<file path="src/rtl/reco_update_ctrl_pkg.sv">
// Shared definitions for the update controller: FSM states, pipeline depth, epoch counter width.
// No logic of its own; it only supplies constants and types.
// Imported by the controller top and the address generator.
package reco_update_ctrl_pkg;

   typedef enum logic [1:0] {
      IDLE  = 2'd0,
      RUN   = 2'd1,
      DRAIN = 2'd2,
      FIN   = 2'd3
   } state_t;

   // Number of cycles from a buffer read to the matching result write.
   localparam int PIPE_LAT = 3;

   // Width of the completed-epoch counter and of the epoch count setting.
   localparam int EPOCH_W = 8;

endpackage

</file>
<file path="src/rtl/reco_addr_gen.sv">
// Element counters plus base-offset adders for read and write buffer addresses, wrapping at 2^addrWidth.
// Addresses are combinational from the counters; the counters advance one cycle after each step.
// No backpressure: rd_step/wr_step are honoured every cycle they are high.
module reco_addr_gen
   import reco_update_ctrl_pkg::*;
#(
   parameter int addrWidth = 10
) (
   input  logic                 clk,
   input  logic                 rst,
   input  logic                 clr,
   input  logic                 rd_step,
   input  logic                 wr_step,
   input  logic [addrWidth-1:0] len,
   input  logic [addrWidth-1:0] base_rd,
   input  logic [addrWidth-1:0] base_wr,
   output logic [addrWidth-1:0] rd_addr,
   output logic [addrWidth-1:0] wr_addr,
   output logic                 rd_last
);

   localparam logic [addrWidth-1:0] ONE = 1;

   logic [addrWidth-1:0] k_rd;
   logic [addrWidth-1:0] k_wr;

   // Read and write element indices; writes trail reads by the pipeline depth, so each has its own count.
   always_ff @(posedge clk) begin
      if (rst || clr) begin
         k_rd <= '0;
         k_wr <= '0;
      end else begin
         if (rd_step) k_rd <= k_rd + ONE;
         if (wr_step) k_wr <= k_wr + ONE;
      end
   end

   // Offsets added to the bases; the natural carry-out drop gives the wrap-around.
   always_comb begin
      rd_addr = base_rd + k_rd;
      wr_addr = base_wr + k_wr;
      rd_last = (k_rd == (len - ONE));
   end

endmodule

</file>
<file path="src/rtl/reco_update_ctrl.sv">
// Epoch-driven update controller: streams a buffer through an external datapath and writes results back.
// Latency: 3 cycles from rd_en to the matching wr_en; each epoch drains fully before the next starts.
// No backpressure: one element per cycle while running; abort/rst cancel the job on the next edge.
module reco_update_ctrl
   import reco_update_ctrl_pkg::*;
#(
   parameter int bitwidth      = 32,
   parameter int inputBitwidth = 16,
   parameter int addrWidth     = 10
) (
   input  logic                     clk,
   input  logic                     rst,
   input  logic                     start,
   input  logic                     abort,
   input  logic [addrWidth-1:0]     cfg_len,
   input  logic [EPOCH_W-1:0]       cfg_epochs,
   input  logic [addrWidth-1:0]     cfg_base_rd,
   input  logic [addrWidth-1:0]     cfg_base_wr,
   input  logic [inputBitwidth-1:0] cfg_rate,
   input  logic [inputBitwidth-1:0] cfg_bias,
   input  logic [inputBitwidth-1:0] cfg_mu,
   output logic                     rd_en,
   output logic [addrWidth-1:0]     rd_addr,
   input  logic [bitwidth-1:0]      rd_data,
   output logic [bitwidth-1:0]      dp_data_in,
   output logic [inputBitwidth-1:0] dp_rate,
   output logic [inputBitwidth-1:0] dp_bias,
   output logic [inputBitwidth-1:0] dp_mu,
   output logic                     dp_valid,
   input  logic [bitwidth-1:0]      dp_data_out,
   output logic                     wr_en,
   output logic [addrWidth-1:0]     wr_addr,
   output logic [bitwidth-1:0]      wr_data,
   output logic                     busy,
   output logic                     done,
   output logic [EPOCH_W-1:0]       epoch_cnt
);

   localparam logic [EPOCH_W:0] EP_ONE = 1;

   state_t state, state_nx;

   logic [addrWidth-1:0]     len_q, base_rd_q, base_wr_q;
   logic [EPOCH_W-1:0]       epochs_q;
   logic [inputBitwidth-1:0] rate_q, bias_q, mu_q;

   // pipe_v[0]: rd_data present, pipe_v[1]: operand at datapath, pipe_v[PIPE_LAT-1]: result write.
   logic [PIPE_LAT-1:0] pipe_v;

   logic                 accept, clr, ep_inc, pipe_empty, rd_last;
   logic [EPOCH_W:0]     ep_next;
   logic [addrWidth-1:0] rd_addr_raw, wr_addr_raw;

   assign rd_en      = (state == RUN);
   assign busy       = (state == RUN) || (state == DRAIN);
   assign done       = (state == FIN);
   assign dp_valid   = pipe_v[1];
   assign wr_en      = pipe_v[PIPE_LAT-1];
   assign pipe_empty = (pipe_v == '0);
   assign ep_next    = {1'b0, epoch_cnt} + EP_ONE;

   // Addresses read as zero whenever their strobe is idle so the bus is quiet outside transfers.
   assign rd_addr = rd_en ? rd_addr_raw : '0;
   assign wr_addr = wr_en ? wr_addr_raw : '0;

   // Coefficients are only exposed to the datapath while a job is active.
   assign dp_rate = busy ? rate_q : '0;
   assign dp_bias = busy ? bias_q : '0;
   assign dp_mu   = busy ? mu_q   : '0;

   reco_addr_gen #(
      .addrWidth (addrWidth)
   ) u_addr_gen (
      .clk     (clk),
      .rst     (rst),
      .clr     (clr),
      .rd_step (rd_en),
      .wr_step (wr_en),
      .len     (len_q),
      .base_rd (base_rd_q),
      .base_wr (base_wr_q),
      .rd_addr (rd_addr_raw),
      .wr_addr (wr_addr_raw),
      .rd_last (rd_last)
   );

   // State register.
   always_ff @(posedge clk) begin
      if (rst) state <= IDLE;
      else     state <= state_nx;
   end

   // Next state plus job-control strobes; abort outranks everything else in busy states.
   always_comb begin
      state_nx = state;
      accept   = 1'b0;
      clr      = 1'b0;
      ep_inc   = 1'b0;
      case (state)
         IDLE: begin
            if (start) begin
               accept = 1'b1;
               clr    = 1'b1;
               if (cfg_len == '0 || cfg_epochs == '0) state_nx = FIN;
               else                                   state_nx = RUN;
            end
         end
         RUN: begin
            if (abort)        state_nx = IDLE;
            else if (rd_last) state_nx = DRAIN;
         end
         DRAIN: begin
            if (abort) begin
               state_nx = IDLE;
            end else if (pipe_empty) begin
               // Every write of this epoch has landed, so an in-place next epoch sees fresh data.
               ep_inc = 1'b1;
               if (ep_next < {1'b0, epochs_q}) begin
                  clr      = 1'b1;
                  state_nx = RUN;
               end else begin
                  state_nx = FIN;
               end
            end
         end
         FIN:     state_nx = IDLE;
         default: state_nx = IDLE;
      endcase
   end

   // Config latch, epoch counter and the read->operand->write pipeline.
   always_ff @(posedge clk) begin
      if (rst) begin
         len_q      <= '0;
         base_rd_q  <= '0;
         base_wr_q  <= '0;
         epochs_q   <= '0;
         rate_q     <= '0;
         bias_q     <= '0;
         mu_q       <= '0;
         epoch_cnt  <= '0;
         pipe_v     <= '0;
         dp_data_in <= '0;
         wr_data    <= '0;
      end else begin
         if (accept) begin
            len_q     <= cfg_len;
            base_rd_q <= cfg_base_rd;
            base_wr_q <= cfg_base_wr;
            epochs_q  <= cfg_epochs;
            rate_q    <= cfg_rate;
            bias_q    <= cfg_bias;
            mu_q      <= cfg_mu;
            epoch_cnt <= '0;
         end else if (ep_inc) begin
            epoch_cnt <= ep_next[EPOCH_W-1:0];
         end
         if (busy && abort) pipe_v <= '0;
         else               pipe_v <= {pipe_v[PIPE_LAT-2:0], rd_en};
         if (pipe_v[0]) dp_data_in <= rd_data;
         if (pipe_v[1]) wr_data    <= dp_data_out;
      end
   end

endmodule

</file>
<file path="config.mk">
export PLATFORM = sky130hd
export DESIGN_NAME = reco_update_ctrl
export DESIGN_NICKNAME = d
export VERILOG_FILES = /design/src/rtl/reco_update_ctrl_pkg.sv /design/src/rtl/reco_addr_gen.sv /design/src/rtl/reco_update_ctrl.sv
export SDC_FILE = /design/constraint.sdc
export NUM_CORES = 1
export LEC_CHECK = 0
export BUFFER_PORTS_ARGS = -buffer_cell sky130_fd_sc_hd__buf_2
export CAP_MARGIN = 30
export CORE_ASPECT_RATIO = 0.5
export CORE_MARGIN = 10
export CORE_UTILIZATION = 30
export CTS_BUF_LIST = sky130_fd_sc_hd__clkbuf_8
export DETAILED_ROUTE_END_ITERATION = 6
export PLACE_DENSITY = 0.49
export REMOVE_ABC_BUFFERS = 1
export SLEW_MARGIN = 10
export SYNTH_ARGS = -nofsm -noshare
export SYNTH_HDL_FRONTEND = slang
export SYNTH_SLANG_ARGS = --single-unit
</file>
<file path="constraint.sdc">
create_clock -name clk -period 8.22 [get_ports clk]
set_clock_uncertainty 0.15 [all_clocks]
set_input_delay 1.233 -clock clk [delete_from_list [all_inputs] [get_ports clk]]
set_output_delay 1.233 -clock clk [all_outputs]
set_load 0.01 [all_outputs]
</file>
# Word-level counts from Yosys, hierarchy flattened
# Cells that the tools add are included.
[word_totals]
ff_bits = 183
inputBits = 154
out_inout_bits = 145
[classes]
add_sub_neg = 6
magnitude_cmp = 1
eq_ne = 7
mux = 22
reduce_logical = 11
[op_table]
columns = ["cell", "n"]
rows = [
  ["2-to-1 mux 16 bit", 3],
  ["adder 10 x 1 -> 10 bit (second input constant)", 2],
  ["adder 10 bit", 2],
  ["2-to-1 mux 10 bit", 2],
  ["2-to-1 mux 2 bit", 7],
  ["== test 10 bit", 1],
  ["logical NOT 10 bit", 1],
  ["subtractor 10 x 1 -> 10 bit (second input constant)", 1],
  ["adder 8 x 1 -> 9 bit (second input constant)", 1],
  ["< comparator 9 x 8 -> 1 bit", 1],
  ["logical NOT 8 bit", 1],
  ["2-to-1 mux 1 bit", 8],
  ["one-hot mux 2 bit (4 select lines)", 1],
  ["== test 2 bit (second input constant)", 2],
  ["OR reduction 2 bit", 2],
  ["logical NOT 3 bit", 1],
  ["logical OR 1 bit", 3],
  ["!= test 3 x 2 -> 1 bit (second input constant)", 1],
  ["!= test 3 bit (second input constant)", 1],
  ["AND reduction 3 bit", 1],
  ["== test 2 x 1 -> 1 bit (second input constant)", 1],
  ["logical NOT 2 bit", 1],
  ["!= test 2 bit (second input constant)", 1],
  ["one-hot mux 1 bit (2 select lines)", 1],
  ["logical AND 1 bit", 1],
]

# Logic depth before layout (Yosys ltp)
[logic_depth]
depth_word = 7
depth_mapped = 11
depth_no_buf = 10

# Hierarchy
# A second synthesis with hierarchy kept.
[hier_totals]
hier_cells = 1001
area_unflattened_um2 = 8471.9
[modules_own_cells]
columns = ["module", "instances", "cells_each", "area_per_inst_um2", "seq_area_each_um2"]
rows = [
  ["reco_update_ctrl", 1, 769, 6515.0, 3263.1],
  ["reco_addr_gen", 1, 232, 1956.9, 400.4],
]

# Worst setup path before layout
# Ideal clock, no wire load.
[synth_timing]
path_type = "register to output"
start = "reg u_addr_gen.k_rd[0]"
end = "out rd_addr[8]"
arrival_ns = 2.273
slack_ns = 4.564
stages_incl_launch_ff = 9
cell_sequence = "dfxtp_1 -> ha_1 -> fa_1 -> a21o_1 -> a21oi_1 -> o21bai_1 -> a2111o_1 -> and3_1 -> nor3_1"
[synth_between]
elab_chain_cells = 2
[synth_rtl]
columns = ["element", "line_no", "source"]
rows = [
  ["start, declared", "reco_addr_gen.sv:24", "logic [addrWidth-1:0] k_rd;"],
  ["start signal, assigned", "reco_addr_gen.sv:33", "if (rd_step) k_rd <= k_rd + ONE;"],
  ["adder 10 bit", "reco_addr_gen.sv:40", "rd_addr = base_rd + k_rd;"],
  ["2-to-1 mux 10 bit", "reco_update_ctrl.sv:63", "assign rd_addr = rd_en ? rd_addr_raw : '0;"],
  ["end, declared", "reco_update_ctrl.sv:23", "output logic [addrWidth-1:0] rd_addr,"],
]
# Every way passes these cells.

# Worst setup path after layout
# Ends and elaborated chain as after synthesis.

==> metrics.csv <==
metric;value;unit
start_util;30.4;%
drive_gt1_share;27.7;%
drv_cap;0;
fin_tns_setup;0;ns
switching_share;38.7;%
first_global_vias;7364;
critPathArrivalTime;3.00;ns
max-vdd-ir-drop;128;uV
fmax;0.228;GHz
die_area;35500;um^2
numClockSinks;183;
place_congestion;0.808;
power;2.65;mW
seqPwrFrac;41.8;%
antenna_left;0;
p_clk_share;23.7;%
io-pin-count;299;
netlist_instances;996;
tightest_slew;0.767;ns
die_y;138;um
portBuffers;298;
combPwrFrac;34.5;%
drtIter0Drc;380;
r2r_end;u_addr_gen.k_wr[3];
root_buffer;clkbuf_8;
synth_edf_count;0;
cts_buffers;17;
die-width;257;um
crit_path_max_fanout;6;
dp_hpwl;20300;um
path_class;register to output pin;
synth_warnings;0;
clk_path_buf_depth;2;
finalHoldViolCount;0;
powerDensity;248;nW/um^2
grt_setup_unrepaired;false;
min_path_type;register to register;
wl;26900;um
ys_async_sr_fraction;0;%
syn_avg_cell_area;8.43;um^2
worst-r2r-cell-count;11;
antenna_cells;0;
dr.pass1.iters;5;
vias;7525;
r2r-start;epoch_cnt[0];
start_kind;register;
leakage;4.80;nW
min_period_over_period;53.4;%
wire_per_inst;16.2;um
power_switching;1.03;mW
crit_required;6.84;ns
antenna_found_initial;1;
drc;0;
grt_util_all_layers;14.8;%
grt_pass1_wl;42100;um
finalMaxSlewViolations;0;
tritoncts;built;
ys_ff_latch;183;
cts.htree.levels;4;
netlist_area;8390;um^2
cts-resized-gates;0;
grt_overflow_total;0;
outcome;finished clean;
slew_headroom;48.9;%
vias_per_cell;4.53;
grt_max_degree;92;
clock_latency;0.49;ns
crit_end;rd_addr[8];
final_nets;1457;
layout-area-overhead-vs-synth;27.1;%
synth-seq-area-share;43.6;%
internal-power;1.62;mW
reg2reg_slack;5.40;ns
cp-end-kind;output pin;
core-area;27700;um^2
ys.flop_type;dfxtp_1;
startpoint;u_addr_gen.k_rd[0];
setup_violations;0;
row_count;43;
holdBufCountCts;0;
synth.distinct_cells;53;
fin_crit;4.39;ns
post-cts-setup-buffers;0;
clk_pin_slew;0.10;ns
[registers in the layout, summed over array words and instances, names as in the netlist]
register	count
len_q	10
u_addr_gen.k_rd	10
dp_data_in	32
bias_q	16
rate_q	16
base_wr_q	10
wr_data	32
pipe_v	3
mu_q	16
base_rd_q	10
epoch_cnt	8
u_addr_gen.k_wr	10
epochs_q	8
state	2
[cells by family after synthesis]
group                    after synthesis  share of synthesized area (%)
AO/OA/AOI/OAI                        152                           10.8
flip-flops                           183                           43.6
AND/OR/NAND/NOR                      424                           22.6
adder cells (fa/ha/maj)               36                           5.54
multiplexers                          68                           8.11
XOR/XNOR                              54                           5.63
buffers and inverters                 79                           3.64
[how the worst min path moves through the flow]
stage / start / endpoint / slack (ns) / depth (start not counted)
2_1_floorplan: bias_q[0] / bias_q[0] / 0.28 / 2
3_3_place_gp: bias_q[12] / bias_q[12] / 0.29 / 2
3_5_place_dp: mu_q[7] / mu_q[7] / 0.29 / 2
4_1_cts: mu_q[7] / mu_q[7] / 0.31 / 2
5_1_grt: mu_q[0] / mu_q[0] / 0.32 / 2
6_report: mu_q[7] / mu_q[7] / 0.31 / 2
[per-stage QoR]
stage	instance area (um^2)	std cells	hold WS [ns]	setup slack [ns]	utilization [%]
floorplan	8180	941	0.276	4.32	-
global route	10700	1662	0.320	3.63	38.6
global placement	10200	1627	0.287	4.38	36.9
detailed placement	10200	1628	0.292	4.40	37.0
CTS	10600	1660	0.306	3.80	38.4
finish	10700	1662	0.306	3.83	38.6
[layout by cell type (no fill, tap or decap), types with 3 or more instances in the layout]
master      Yosys  routed
buf_4           0       7
o21ai_0         7       7
nand2_1       197     196
nor2_1        112     112
xor2_1         25      25
ha_1           34      34
nand4_1        11      11
mux2i_1        68      68
clkinvlp_4      0       3
a31oi_1         3       3
inv_1          24      24
nand3_1         8       8
xnor2_1        29      29
and2_1         57      56
nor3_1          9       9
inv_8           0       3
inv_6           0       6
a21oi_1       106     106
clkbuf_8        0      17
a21o_1          7       7
nor4_1          6       6
and3_1          3       3
o21bai_1        5       5
nand2b_1        7       7
buf_2           1     297
dfxtp_1       183     181
[worst max-delay path, cell delays in order (launching register included)]
cell,delay [ns]
dfxtp_1,0.39
ha_1,0.24
fa_1,0.42
a21o_1,0.18
a21oi_1,0.23
o21bai_1,0.13
a2111o_1,0.44
and3_1,0.18
nor3_1,0.15
buf_2,0.16
[synthesized netlist by cell type (7+ instances only)]
master / count / area, um^2
dfxtp_1: 183 / 3660
o21ai_0: 7 / 35.0
nand2_1: 197 / 739
nor2_1: 112 / 420
mux2i_1: 68 / 681
buf_1: 7 / 26.3
nand3_1: 8 / 40.0
a21o_1: 7 / 52.6
nand4_1: 11 / 68.8
inv_1: 24 / 90.1
ha_1: 34 / 425
nand2b_1: 7 / 43.8
nor3_1: 9 / 45.0
and2_1: 57 / 357
xor2_1: 25 / 219
a21oi_1: 106 / 531
xnor2_1: 29 / 254
clkbuf_1: 46 / 173
[cell type report]
class / instances / area [um^2]
clock buffers: 17 / 234
clock inverters: 15 / 156
well taps: 382 / 478
inverters: 24 / 90.1
repair buffers: 307 / 1610
multi-input cells: 734 / 4430
flip-flops and latches: 183 / 3670
fillers: 2942 / 17000
[layer usage]
layer | global-route usage (%) | vias to the layer above | wire length, um | part of all wire, %
met5 | 0 | - | 12 | 0.045
met4 | 3.59 | 2 | 322 | 1.2
met3 | 3.65 | 23 | 858 | 3.2
met2 | 28.2 | 105 | 14600 | 54
met1 | 16.2 | 3557 | 11100 | 41
li1 | - | 3838 | - | -
[power by group through the flow]
stage / Clock, mW / Combinational (mW) / Sequential, mW
2_1_floorplan: 0 / 0.547 / 1.14
3_3_place_gp: 0 / 0.889 / 1.13
3_5_place_dp: 0 / 0.918 / 1.13
4_1_cts: 0.654 / 0.921 / 1.11
5_1_grt: 0.693 / 1.02 / 1.13
6_report: 0.628 / 0.915 / 1.11
Note: power is estimated with default switching activity, not from simulation.
